### src/rtl/mnet_pkg.sv
// mnet_pkg: shared stage/state types and per-stage channel count and weight-ROM layout tables
package mnet_pkg;
  typedef enum logic [1:0] {CONV, DW, PW, FC} stage_e;
  typedef enum logic [2:0] {IDLE, ISSUE, WAIT, DONE, ERR} state_e;
  localparam stage_e LAST_STAGE = FC;
  localparam int STAGE_CHANNELS [4] = '{3, 3, 8, 10};
  localparam int STAGE_BASE [4] = '{0, 30, 60, 92};
  localparam int STAGE_STRIDE [4] = '{10, 10, 4, 33};
  function automatic int stage_addr(stage_e s, int c);
    return STAGE_BASE[s] + c * STAGE_STRIDE[s];
  endfunction
endpackage

### src/rtl/mnet_layer_sequencer_if.sv
// mnet_layer_sequencer_if: image, engine and result handshakes of the layer sequencer
interface mnet_layer_sequencer_if import mnet_pkg::*; #(
  parameter int ADDR_W = 9,
  parameter int CH_W = 4
);
  logic in_valid, in_ready, eng_start, eng_done, out_valid, out_ready;
  stage_e eng_stage;
  logic [CH_W-1:0] eng_chan;
  logic [ADDR_W-1:0] eng_wt_addr;
  modport master (
    input in_valid, eng_done, out_ready,
    output in_ready, eng_start, eng_stage, eng_chan, eng_wt_addr, out_valid
  );
  modport slave (
    output in_valid, eng_done, out_ready,
    input in_ready, eng_start, eng_stage, eng_chan, eng_wt_addr, out_valid
  );
endinterface

### src/rtl/mnet_watchdog.sv
// mnet_watchdog: flags a wait that reaches TIMEOUT_CYCLES enabled cycles since the last clear
module mnet_watchdog #(
  parameter int TIMEOUT_CYCLES = 64
) (
  input  logic clk,
  input  logic rst_n,
  input  logic clr,
  input  logic en,
  output logic expired
);
  localparam int W = $clog2(TIMEOUT_CYCLES + 1);
  logic [W-1:0] cnt;
  always_ff @(posedge clk or negedge rst_n)
    if (!rst_n) cnt <= '0;
    else cnt <= clr ? '0 : en ? cnt + W'(1) : cnt;
  assign expired = en && cnt == W'(TIMEOUT_CYCLES - 1);
endmodule

### src/rtl/mnet_layer_sequencer.sv
// mnet_layer_sequencer: steps the shared engine through CONV/DW/PW/FC channels; MNET_PERF_CNT_EN adds perf_cycles
module mnet_layer_sequencer import mnet_pkg::*; #(
  parameter int ADDR_W = 9,
  parameter int CH_W = 4,
  parameter int TIMEOUT_CYCLES = 64
) (
  input  logic clk,
  input  logic rst_n,
  mnet_layer_sequencer_if.master bus,
  output logic busy,
  output logic err,
  input  logic err_clr
`ifdef MNET_PERF_CNT_EN
  ,
  output logic [15:0] perf_cycles
`endif
);
  state_e state, state_d;
  stage_e stage, stage_d;
  logic [CH_W-1:0] chan, chan_d;
  logic expired, last_chan;
  assign last_chan = int'(chan) == STAGE_CHANNELS[stage] - 1;
  assign bus.in_ready = state == IDLE;
  assign bus.eng_start = state == ISSUE;
  assign bus.out_valid = state == DONE;
  assign err = state == ERR;
  assign busy = state != IDLE && state != ERR;
  assign bus.eng_stage = stage;
  assign bus.eng_chan = chan;
  assign bus.eng_wt_addr = ADDR_W'(stage_addr(stage, int'(chan)));
  always_ff @(posedge clk or negedge rst_n)
    if (!rst_n) begin
      state <= IDLE;
      stage <= CONV;
      chan <= '0;
    end else begin
      state <= state_d;
      stage <= stage_d;
      chan <= chan_d;
    end
  always_comb begin
    state_d = state;
    stage_d = stage;
    chan_d = chan;
    case (state)
      IDLE: if (bus.in_valid) begin
        state_d = ISSUE;
        stage_d = CONV;
        chan_d = '0;
      end
      ISSUE: state_d = WAIT;
      WAIT: if (bus.eng_done) begin
        state_d = last_chan && stage == LAST_STAGE ? DONE : ISSUE;
        stage_d = !last_chan ? stage : stage == LAST_STAGE ? CONV : stage_e'(stage + 2'd1);
        chan_d = last_chan ? '0 : chan + CH_W'(1);
      end else if (expired) state_d = ERR;
      DONE: if (bus.out_ready) state_d = IDLE;
      ERR: if (err_clr) state_d = IDLE;
      default: state_d = IDLE;
    endcase
  end
  mnet_watchdog #(.TIMEOUT_CYCLES(TIMEOUT_CYCLES)) u_wd (
    .clk(clk),
    .rst_n(rst_n),
    .clr(state == ISSUE),
    .en(state == WAIT),
    .expired(expired)
  );
`ifdef MNET_PERF_CNT_EN
  logic [15:0] perf_run;
  logic [16:0] run_inc, run_fin;
  assign run_inc = {1'b0, perf_run} + 17'd1;
  assign run_fin = {1'b0, perf_run} + 17'd2;
  always_ff @(posedge clk or negedge rst_n)
    if (!rst_n) begin
      perf_run <= '0;
      perf_cycles <= '0;
    end else if (state == IDLE && bus.in_valid) begin
      perf_run <= '0;
      perf_cycles <= '0;
    end else begin
      if (busy) perf_run <= run_inc[16] ? '1 : run_inc[15:0];
      if (state == WAIT && state_d == DONE) perf_cycles <= run_fin[16] ? '1 : run_fin[15:0];
    end
`endif
endmodule

### src/flat_wrapper.sv
// flat-port wrapper written by rule: the top's interface ports become plain ports
module mnet_layer_sequencer_flat import mnet_pkg::*;
#(
  parameter int ADDR_W = 9,
  parameter int CH_W = 4,
  parameter int TIMEOUT_CYCLES = 64
)
  (clk, rst_n, busy, err, err_clr, bus_in_valid, bus_eng_done, bus_out_ready, bus_in_ready, bus_eng_start, bus_eng_stage, bus_eng_chan, bus_eng_wt_addr, bus_out_valid);
  mnet_layer_sequencer_if #(.ADDR_W(ADDR_W), .CH_W(CH_W)) bus_i ();
  input  logic clk;
  input  logic rst_n;
  output logic busy;
  output logic err;
  input  logic err_clr;
  input wire logic [$bits(bus_i.in_valid)-1:0] bus_in_valid;
  input wire logic [$bits(bus_i.eng_done)-1:0] bus_eng_done;
  input wire logic [$bits(bus_i.out_ready)-1:0] bus_out_ready;
  output wire logic [$bits(bus_i.in_ready)-1:0] bus_in_ready;
  output wire logic [$bits(bus_i.eng_start)-1:0] bus_eng_start;
  output wire logic [$bits(bus_i.eng_stage)-1:0] bus_eng_stage;
  output wire logic [$bits(bus_i.eng_chan)-1:0] bus_eng_chan;
  output wire logic [$bits(bus_i.eng_wt_addr)-1:0] bus_eng_wt_addr;
  output wire logic [$bits(bus_i.out_valid)-1:0] bus_out_valid;
  assign bus_i.in_valid = bus_in_valid;
  assign bus_i.eng_done = bus_eng_done;
  assign bus_i.out_ready = bus_out_ready;
  assign bus_in_ready = bus_i.in_ready;
  assign bus_eng_start = bus_i.eng_start;
  assign bus_eng_stage = bus_i.eng_stage;
  assign bus_eng_chan = bus_i.eng_chan;
  assign bus_eng_wt_addr = bus_i.eng_wt_addr;
  assign bus_out_valid = bus_i.out_valid;
  mnet_layer_sequencer #(.ADDR_W(ADDR_W), .CH_W(CH_W), .TIMEOUT_CYCLES(TIMEOUT_CYCLES)) u_core (.clk(clk), .rst_n(rst_n), .bus(bus_i), .busy(busy), .err(err), .err_clr(err_clr));
endmodule
### config.mk
export PLATFORM = sky130hd
export DESIGN_NAME = mnet_layer_sequencer_flat
export DESIGN_NICKNAME = d
export VERILOG_FILES = /design/src/rtl/mnet_pkg.sv /design/src/rtl/mnet_layer_sequencer_if.sv /design/src/rtl/mnet_watchdog.sv /design/src/rtl/mnet_layer_sequencer.sv /design/src/flat_wrapper.sv
export SDC_FILE = /design/constraint.sdc
export NUM_CORES = 1
export LEC_CHECK = 0
export BUFFER_PORTS_ARGS = -buffer_cell sky130_fd_sc_hd__buf_2
export CORE_MARGIN = 2
export CORE_UTILIZATION = 35
export CTS_BUF_LIST = sky130_fd_sc_hd__clkbuf_8
export DETAILED_ROUTE_END_ITERATION = 6
export PLACE_DENSITY_LB_ADDON = 0.05
export SYNTH_ARGS = -nofsm -noshare
export SYNTH_HDL_FRONTEND = slang
export SYNTH_SLANG_ARGS = --single-unit
export TNS_END_PERCENT = 10
### constraint.sdc
create_clock -name clk -period 4.2 [get_ports clk]
set_clock_uncertainty 0.05 [all_clocks]
set_input_delay 0 -clock clk [delete_from_list [all_inputs] [get_ports clk]]
set_output_delay 0 -clock clk [all_outputs]
set_load 0.03 [all_outputs]
==> results.cfg <==
[outcome]
status = finished, final reports clean

[place]
dp_hpwl_um = 2786
numPortBuffers = 25
place.gp.congestion = 0.7368

[floorplan]
die_area_mm2 = 0.005492
io_pins = 26
die_w_um = 74.11
start_util = 0.3642
rows = 25
die_y_um = 74.11
core_area_mm2 = 0.004723

[layout]
final_cell_mix = inv_1 (32), buf_2 (25), ha_1 (23)
seq_area_um2 = 401.6
synthToLayoutAreaGrowth_pct = 14.91
layout_commonest_cell = inv_1
multiInputGateArea_mm2 = 0.001156
final_nets = 259
drive_gt1_frac = 0.1705
fillers = 485
antenna_cells = 0

[clocking]
cts_buffers = 3
htreeDepth = 1
clockBufferDepth = 2
cts_tree = built
path_clk_slew_ps = 70
cts-root-buf = clkbuf_8
postCtsSetupRepairBufs = 0
clock-sinks = 16
clock_latency_ps = 250

[critical_path]
worstSetupPathType = reg2out
slowest_stage = fa_1
cp_cell_sequence = inv_1 > ha_1 > inv_1 > fa_1 > ha_1 > fa_1 > ha_1 > inv_1 > fa_1 > nor2b_1 > o21ai_0 > nand2_1 > xor2_1 > buf_2
arrival_ps = 3830
path_max_fanout = 10
start_kind = flip-flop
cp_slowest_stage_delay_ps = 540
required_ps = 4150
cp-end-kind = output pin

[logic_synthesis]
syn-num-nets = 231
synth-seq-cells = 16
ys_seq_area_frac = 0.2327
synth_area_per_cell_um2 = 9.055
synthDistinctLibCells = 39
ys_warn_count = 0
syn-instance-count = 190
syn-cell-area_mm2 = 0.001720

[pwr]
vdd_drop_max_v = 0.0002666
total_power_uw = 1013
p_leak_uw = 0.001008
p_switching_uw = 522.9
intPower_uw = 490.5
power_frac_clock = 0.137
power_frac_comb = 0.605
p_sw_frac = 0.5160
p_seq_frac = 0.258
p_per_area_mw_per_mm2 = 512.6

[timing]
fin_crit_sh = 0.9239
finalHoldViolations = 0
setup-violations-final = 0
timing.fmax_ghz = 0.2577
relSlewSlack = 0.6072
slew_violations = 0
worstMarginPinSlew_ps = 587.7
rsz0062_at_grt = false
setup_tns_ps = 0
final.min_clock_period_ps = 3880

[global_routing]
grt_max_degree = 17
grt_pass1_wl_um = 6182
antenna_found_initial = 0
first_global_vias = 1397
overflow = 0
grt_use_total = 0.1462

[drt]
drc = 0
wl_per_cell_um = 12.37
num_vias = 1341
avgViaCountPerCell = 4.722
ant_nets = 0
first_pass_iters = 4
drt_iter0_drc = 28
drt-total-wl_um = 3514

[min_path]
hp-class = in2reg

[run]
maxCapViolations = 0
[cell usage after synthesis, drive strengths merged]
master	count	area (µm²)
nand4	2	12.51
nand2	10	37.54
nor4	1	6.260
and3	1	6.260
ha	23	287.8
a22o	3	26.28
a31oi	3	18.77
a2111oi	1	27.53
or3b	1	8.760
a21oi	7	35.03
dfrtp	16	400.4
a211oi	1	7.510
nor2	17	63.81
buf	5	40.04
inv	32	120.1
nor4b	1	15.01
or2	2	12.51
or3	2	12.51
o311a	1	10.01
nor3b	2	20.02
o2bb2ai	2	17.52
and2	8	50.05
a32o	1	10.01
xnor2	6	52.55
o21bai	1	7.510
nor3	3	15.01
xor2	4	35.03
o21ai	7	35.03
fa	12	240.2
clkbuf	1	3.750
nand3b	1	7.510
nand2b	1	6.260
nand3	6	30.03
a41oi	1	8.760
o211ai	1	7.510
nor2b	4	25.02
[state kept, by name (all words and copies together), names as in the netlist]
| register | cells |
|---|---|
| u_core.bus.eng_stage | 2 |
| u_core.u_wd.cnt | 7 |
| u_core.bus.eng_chan | 4 |
| u_core.state | 3 |
[stage by stage]
step                        util  setup WS (ps)  hold slack [ps]  instances  area, µm²
after detailed placement  0.4024          513.8           -108.5        278       1901
after global routing      0.4185          11.67            11.22        284       1977
after floorplan                -          331.3           -345.6        190       1720
final                     0.4185          319.5            3.766        284       1977
after CTS                 0.4183          201.7            1.011        284       1976
after global placement    0.4024          549.4           -105.2        278       1901
[path summary, 6_finish.rpt]
path	cells past startpoint	endpoint	slack, ps	startpoint
max in group asynchronous	2	u_core.bus.eng_stage[0]	3660	rst_n
min in group asynchronous	2	u_core.state[0]	140	rst_n
min reg2reg	1	u_core.u_wd.cnt[1]	480	u_core.u_wd.cnt[1]
max	14	bus_eng_wt_addr[7]	320	u_core.bus.eng_stage[1]
min	3	u_core.state[2]	4	err_clr
max reg2reg	6	u_core.bus.eng_stage[1]	2060	u_core.bus.eng_stage[0]
[cell families after synthesis]
| logic type | after synthesis | share of synthesized area |
|---|---|---|
| AOI/OAI and AO/OA | 29 | 0.1229 |
| xor gates and xnor gates | 10 | 0.05091 |
| adders and majority gates | 35 | 0.3069 |
| buffers and inverters | 38 | 0.09527 |
| DFF | 16 | 0.2327 |
| and+or+nand+nor | 62 | 0.1913 |
[power by group through the flow]
stage | registers, µW | logic [µW] | clock network, µW
3_3_place_gp | 263 | 614 | 0
3_5_place_dp | 265 | 620 | 0
4_1_cts | 262 | 626 | 143
6_report | 261 | 613 | 139
5_1_grt | 273 | 688 | 151
2_1_floorplan | 249 | 504 | 0
[worst max-delay path, delay by kind of cell (launching register included)]
kind | cells | cell delay, ps
adder cells (fa/ha/maj) | 6 | 2080
buffers and inverters | 4 | 570
flip-flops | 1 | 520
AND/OR/NAND/NOR | 2 | 220
XOR/XNOR | 1 | 130
AO/OA/AOI/OAI | 1 | 80
[layout make-up]
type	instances	share of cell area
well taps	67	0.04240
multi-input cells	136	0.5848
inverters	32	0.06076
repair buffers	29	0.08101
flip-flops and latches	16	0.2032
clock buffers	4	0.02785
[timing repair]
action,in CTS,in global routing
hold endpoints to repair,17,0
setup endpoints to repair,0,2
hold buffers,2,0
resized for setup,0,1
[per-layer routing]
metal | share of wire | global-route usage
met2 | 0.49 | 0.2639
met5 | 0 | 0
met3 | 0.028 | 0.02168
met4 | 0.012 | 0.05051
met1 | 0.47 | 0.1768
(Power assumes the default switching activity.)
